===== config.mk =====
export PLATFORM = sky130hd
export DESIGN_NAME = mult_t_c1x1_f0_16x16
export DESIGN_NICKNAME = d
export VERILOG_FILES = /design/src/rtl/mult_pkg.sv /design/src/rtl/pp_mult_17x9.sv /design/src/rtl/mult_t_c1x1_f0_16x16.sv
export SDC_FILE = /design/constraint.sdc
export NUM_CORES = 1
export LEC_CHECK = 0
export BUFFER_PORTS_ARGS = -buffer_cell sky130_fd_sc_hd__buf_4
export CAP_MARGIN = 30
export CORE_MARGIN = 4
export CORE_UTILIZATION = 30
export DETAILED_ROUTE_END_ITERATION = 10
export GPL_ROUTABILITY_DRIVEN = 0
export SYNTH_ARGS = -nofsm -noshare
export SYNTH_HDL_FRONTEND = slang
export SYNTH_SLANG_ARGS = --single-unit

===== constraint.sdc =====
create_clock -name vclk -period 6.8
set_clock_uncertainty 0.2 [all_clocks]
set_input_delay 1.02 -clock vclk [all_inputs]
set_output_delay 1.02 -clock vclk [all_outputs]
set_load 0.005 [all_outputs]

===== src/rtl/mult_pkg.sv =====
// rtl/mult_pkg.sv - shared constants and result type for the 16x16 redundant-output multiplier
package mult_pkg;

  localparam int A_W   = 16;
  localparam int B_W   = 16;
  localparam int RES_W = 32;

  localparam logic [1:0] MODE_16X16     = 2'b00;
  localparam logic [1:0] MODE_SUM_16X16 = 2'b01;

  typedef struct packed {
    logic [RES_W-1:0] r0;
    logic [RES_W-1:0] r1;
    logic             carry;
  } mult_res_t;

endpackage


===== src/rtl/pp_mult_17x9.sv =====
// rtl/pp_mult_17x9.sv - signed 17x9 partial-product multiplier, 26-bit signed result
module pp_mult_17x9 (
  input  logic signed [16:0] a_i,
  input  logic signed [8:0]  b_i,
  output logic signed [25:0] p_o
);

  logic signed [25:0] a_x;
  logic signed [25:0] b_x;

  // Widen both operands first so the product is formed at full width.
  assign a_x = 26'(a_i);
  assign b_x = 26'(b_i);
  assign p_o = a_x * b_x;

endmodule


===== src/rtl/mult_t_c1x1_f0_16x16.sv =====
// rtl/mult_t_c1x1_f0_16x16.sv - 16x16 mixed-sign multiplier with redundant two-word output
module mult_t_c1x1_f0_16x16
  import mult_pkg::*;
#(
  parameter int REG_OUT = 0
) (
  input  logic        clk,
  input  logic        reset,
  input  logic [15:0] a,
  input  logic [15:0] b,
  input  logic        a_sign,
  input  logic        b_sign,
  input  logic [1:0]  mode,
  output logic [31:0] result_0,
  output logic [31:0] result_1,
  output logic        result_SIDM_carry
);

  logic signed [16:0] a_ext;
  logic signed [8:0]  b_lo;
  logic signed [8:0]  b_hi;
  logic signed [25:0] pp_l;
  logic signed [25:0] pp_h;
  logic [32:0]        pp_l_w;
  logic [32:0]        pp_h_w;
  logic [1:0]         mode_eff;
  logic               sum_mode;
  mult_res_t          res_d;
  mult_res_t          res_q;
  mult_res_t          res_o;

  assign a_ext = {a[15] & a_sign, a};
  assign b_lo  = {1'b0, b[7:0]};
  assign b_hi  = {b[15] & b_sign, b[15:8]};

  pp_mult_17x9 u_pp_lo (
    .a_i (a_ext),
    .b_i (b_lo),
    .p_o (pp_l)
  );

  pp_mult_17x9 u_pp_hi (
    .a_i (a_ext),
    .b_i (b_hi),
    .p_o (pp_h)
  );

  // Both partial products fit in 25 signed bits, so 33 bits holds them exactly.
  assign pp_l_w = 33'(pp_l);
  assign pp_h_w = 33'({pp_h, 8'b0});

  // Masking mode[1] keeps an undriven upper bit from reaching the carry.
  assign mode_eff = mode & 2'b01;
  assign sum_mode = (mode_eff == MODE_SUM_16X16);

  always_comb begin
    res_d       = '0;
    res_d.r0    = pp_l_w[31:0];
    res_d.r1    = pp_h_w[31:0];
    res_d.carry = sum_mode & (pp_l_w[32] ^ pp_h_w[32]);
  end

  always_ff @(posedge clk) begin
    if (reset) begin
      res_q <= '0;
    end else begin
      res_q <= res_d;
    end
  end

  assign res_o             = (REG_OUT != 0) ? res_q : res_d;
  assign result_0          = res_o.r0;
  assign result_1          = res_o.r1;
  assign result_SIDM_carry = res_o.carry;

endmodule


; ---- Word level (Yosys, flattened, before mapping)
; Index checks and enable logic that the tools add are counted.
[classes]
bitwise_logic = 4
multipliers = 2
[ops]
columns = op, n
row1 = 17-bit by 9-bit multiplier with 26-bit output, 1
row2 = 17-bit by 9-bit multiplier with 25-bit output, 1
row3 = 1-bit bitwise AND, 3
row4 = 1-bit XOR, 1
[totals]
input_bits = 38
reg_bits = 0
output_inout_bits = 65
wordCells = 6

; ---- Longest topological paths before layout
[depth]
depth_word = 4
depth_mapped = 21
ltp_nobuf = 20

; ---- By module
; Synthesis repeated with hierarchy kept, for this count alone.
[unflattened]
cells_unflattened = 1113
hier_area_um2 = 10331.2
[by_module_without_submodules]
columns = module, instances, area_per_inst_um2, cells_per_inst, seq_area_each_um2
row1 = pp_mult_17x9 at u_pp_lo, 1, 5119.9, 552, 0.0
row2 = pp_mult_17x9 at u_pp_hi, 1, 5074.9, 542, 0.0
row3 = mult_t_c1x1_f0_16x16, 1, 136.4, 19, 0.0

; ---- Worst setup path after synthesis
; OpenSTA, ideal clock, no wires.
[synth_timing]
path_kind = input -> output
start = input b[9]
end = output result_1[29]
required_time_ps = 5580
arrival_time_ps = 5867
slack_ps = -287
n_path_buf = 2
cell_stages = 21
path_cell_list = clkbuf_1 > clkbuf_1 > nand2_1 > fa_1 > inv_1 > fa_1 > ha_1 > inv_1 > fa_1 > inv_1 > ha_1 > ha_1 > fa_1 > a21o_1 > a21oi_2 > nor2b_1 > o21a_1 > o41ai_4 > o221ai_2 > o41a_1 > xor2_1
[synth_via]
elab_chain_len = 1
[synth_lines]
columns = element, line
row1 = start: declaration, mult_t_c1x1_f0_16x16.sv:10  ; input logic [15:0] b,
row2 = 17-bit by 9-bit multiplier with 25-bit output, pp_mult_17x9.sv:14  ; assign p_o = a_x * b_x;
row3 = end: declaration, mult_t_c1x1_f0_16x16.sv:15  ; output logic [31:0] result_1,
; Every way passes these cells.

; ---- Worst setup path in the final report
[layout_timing]
start = input b[11]
end = output result_SIDM_carry
[layout_via]
elab_chain_len = 3
[layout_lines]
columns = element, line
row1 = 17-bit by 9-bit multiplier with 25-bit output, pp_mult_17x9.sv:14
row2 = 1-bit XOR, mult_t_c1x1_f0_16x16.sv:60  ; res_d.carry = sum_mode & (pp_l_w[32] ^ pp_h_w[32]);
row3 = 1-bit bitwise AND, mult_t_c1x1_f0_16x16.sv:60
row4 = end: declaration, mult_t_c1x1_f0_16x16.sv:16  ; output logic result_SIDM_carry
; Every way passes these cells.

==> reports/metrics.yaml <==
status: "finished with violations"
violations: "negative setup slack"
synth_top_area_frac: 0.458
power.density_nw_per_um2: 461
seq_cells: 0
p_leak_nw: 7.17
yosysMostFrequentCell: "inv_1"
pwr-share-comb: 1.000
met2_usage: 0.235
seq_area_um2: 0
grt_max_degree: 19
ys_warn_count: 0
rsz0062_at_grt: "yes"
period_share: 1.04
rows: 66
dp_hpwl_um: 21000
fin_cells: 1856
synth_seq_area_share: 0
wirelength_um: 24200
die-area_um2: 36700
drv_cap: 0
cp_data_required_time_ns: 5.58
sequentialPowerShare: 0
peakVddDrop_v: 0.000384
grt_busiest_layer: "met2"
netlist_top_cells_count: "inv_1 (262), fa_1 (231), and2_1 (154)"
vias_per_cell: 4.47
total_power_mw: 6.29
grtUsageMet3: 0.0115
synth_area_leaders: "fa_1 (46%), ha_1 (13%), inv_1 (9.7%)"
syn_area_per_cell_um2: 8.76
stdcell_area_um2: 13600
fmax_mhz: 142
ios: 103
pwr-share-clk: 0
place.port_buffers: 92
drive_gt1_frac: 0.304
slowest_stage: "fa_1"
grt_pass1_wl_um: 41600
critical_path.max_stage_delay_ns: 0.55
track_usage: 0.134
finalNetCount: 1787
yosys.area.top_type: "fa_1"
wl_per_cell_um: 13.0
hold_viol_final: 0
p_sw_mw: 2.80
min_to: "result_SIDM_carry"
post-place-cells: 1826
drc: 0
synth_cell_types: 49
hold_depth: 3
min_path_type: "input pin to primary output"
crit_family: "adder cells"
endpoint_kind: "primary output"
final_max_slew_viol_count: 0
drtPass1Iterations: 4
path_buf_inv: 5
worst_slack_ns: -0.248
swShare: 0.446
first_iter_violations: 279
finalSetupViolCount: 9
synth_area_um2: 10100
dieHeight_um: 192
syn_inst: 1154
die_w_um: 192
detailedPlace.worstSlack_ns: -0.651
final_util: 0.414
hold_ws_ns: 2.12
path_class: "input pin to primary output"
grt_overflow_total: 0
worstPathCellList: "buf_8 -> and2_4 -> fa_1 -> inv_2 -> fa_1 -> inv_2 -> fa_1 -> fa_1 -> fa_1 -> ha_4 -> nand3_2 -> o211ai_1 -> a41oi_2 -> o2111ai_4 -> and4_1 -> nor3_1 -> buf_4 -> xnor2_1 -> and2_1 -> buf_4"
clock_buffers: 0
hold_path.startpoint: "mode[0]"
initial_utilization: 0.308
use_met1: 0.191
power.internal_mw: 3.48
startpoint_type: "input pin"
final_antenna_net_count: 0
path_common_cell: "fa_1"
grt_pass1_vias: 8747
place_area_um2: 12600
dr_total_vias: 8301
critPathArrivalTime_ns: 5.83
path_max_fanout: 5
core_area_um2: 32900
flow.area_growth_from_synthesis_pct: 34.8
period_needed_ns: 7.05
timing.setup.tns_ns: -1.02
antenna_found_initial: 1
==> worst max-delay path by stage <==
stage,depth (start not counted),to,slack (ns),from
final,20,result_SIDM_carry,-0.25,b[11]
after global routing,23,result_SIDM_carry,-0.46,b[8]
after CTS,23,result_SIDM_carry,-0.30,b[11]
after detailed placement,20,result_SIDM_carry,-0.65,b[15]
after global placement,20,result_SIDM_carry,-0.59,b_sign
after floorplan,20,result_SIDM_carry,0.002,a_sign
==> tightest hold or removal path: cells and delay by family <==
family | cells | cell delay, ns
buffers and inverters | 2 | 0.17
AND/OR/NAND/NOR | 1 | 0.10
==> final cells by class <==
| type | count | area (um2) |
|---|---|---|
| antenna | 1 | 2.50 |
| multi-input combinational | 845 | 9520 |
| fill | 3327 | 19200 |
| tap | 442 | 553 |
| inverter | 262 | 983 |
| timing repair buffer | 306 | 2560 |
==> power groups by stage <==
| stage | Combinational, mW | Sequential (mW) | Clock, mW |
|---|---|---|---|
| floorplan | 2.95 | 0 | 0 |
| global placement | 5.44 | 0 | 0 |
| detailed placement | 5.51 | 0 | 0 |
| CTS | 6.00 | 0 | 0 |
| global route | 7.06 | 0 | 0 |
| finish | 6.29 | 0 | 0.0000000197 |
==> routing by layer <==
layer | vias to the layer above | part of all wire
met2 | 153 | 0.49
li1 | 3948 | -
met5 | - | 0.00083
met1 | 4184 | 0.45
met3 | 14 | 0.046
met4 | 2 | 0.0052
==> cells by family (layout without fill, tap and decap cells) <==
family	after synthesis	in the layout	synth area share
simple gates	364	364	0.183
fa+ha+maj	334	334	0.585
buf+inv	316	568	0.123
compound gates	89	89	0.0647
xor+xnor	49	49	0.0425
other cells	1	9	0.000371
mux	1	1	0.000990
==> repair_timing <==
action | CTS | global route
resized for setup | 100 | 85
gates cloned | 1 | 1
hold buffers | 0 | 0
endpoints found under the setup margin | 27 | 27
buffers inserted | 14 | 16
pin swaps | 44 | 44
==> placed cells by master (no fill, tap or decap), types with 4 or more instances in the layout <==
master | synthesis | final
a21o_1 | 15 | 14
a21oi_1 | 23 | 15
a21oi_2 | 1 | 7
and2_1 | 154 | 137
and2_4 | 0 | 17
and3_1 | 8 | 6
buf_12 | 0 | 5
buf_4 | 15 | 256
buf_6 | 0 | 36
buf_8 | 0 | 7
conb_1 | 1 | 8
fa_1 | 231 | 222
fa_2 | 0 | 9
ha_1 | 103 | 84
ha_4 | 0 | 18
inv_1 | 262 | 246
inv_2 | 0 | 16
nand2_1 | 128 | 123
nand2_2 | 1 | 5
nand2b_1 | 6 | 6
nand3_1 | 8 | 6
nor2_1 | 37 | 32
nor3_1 | 7 | 6
o21a_1 | 6 | 6
o21ai_0 | 10 | 5
or2_2 | 6 | 4
xnor2_1 | 34 | 30
xnor2_2 | 0 | 4
xor2_1 | 15 | 15
Power figures use the tool's default switching activity.
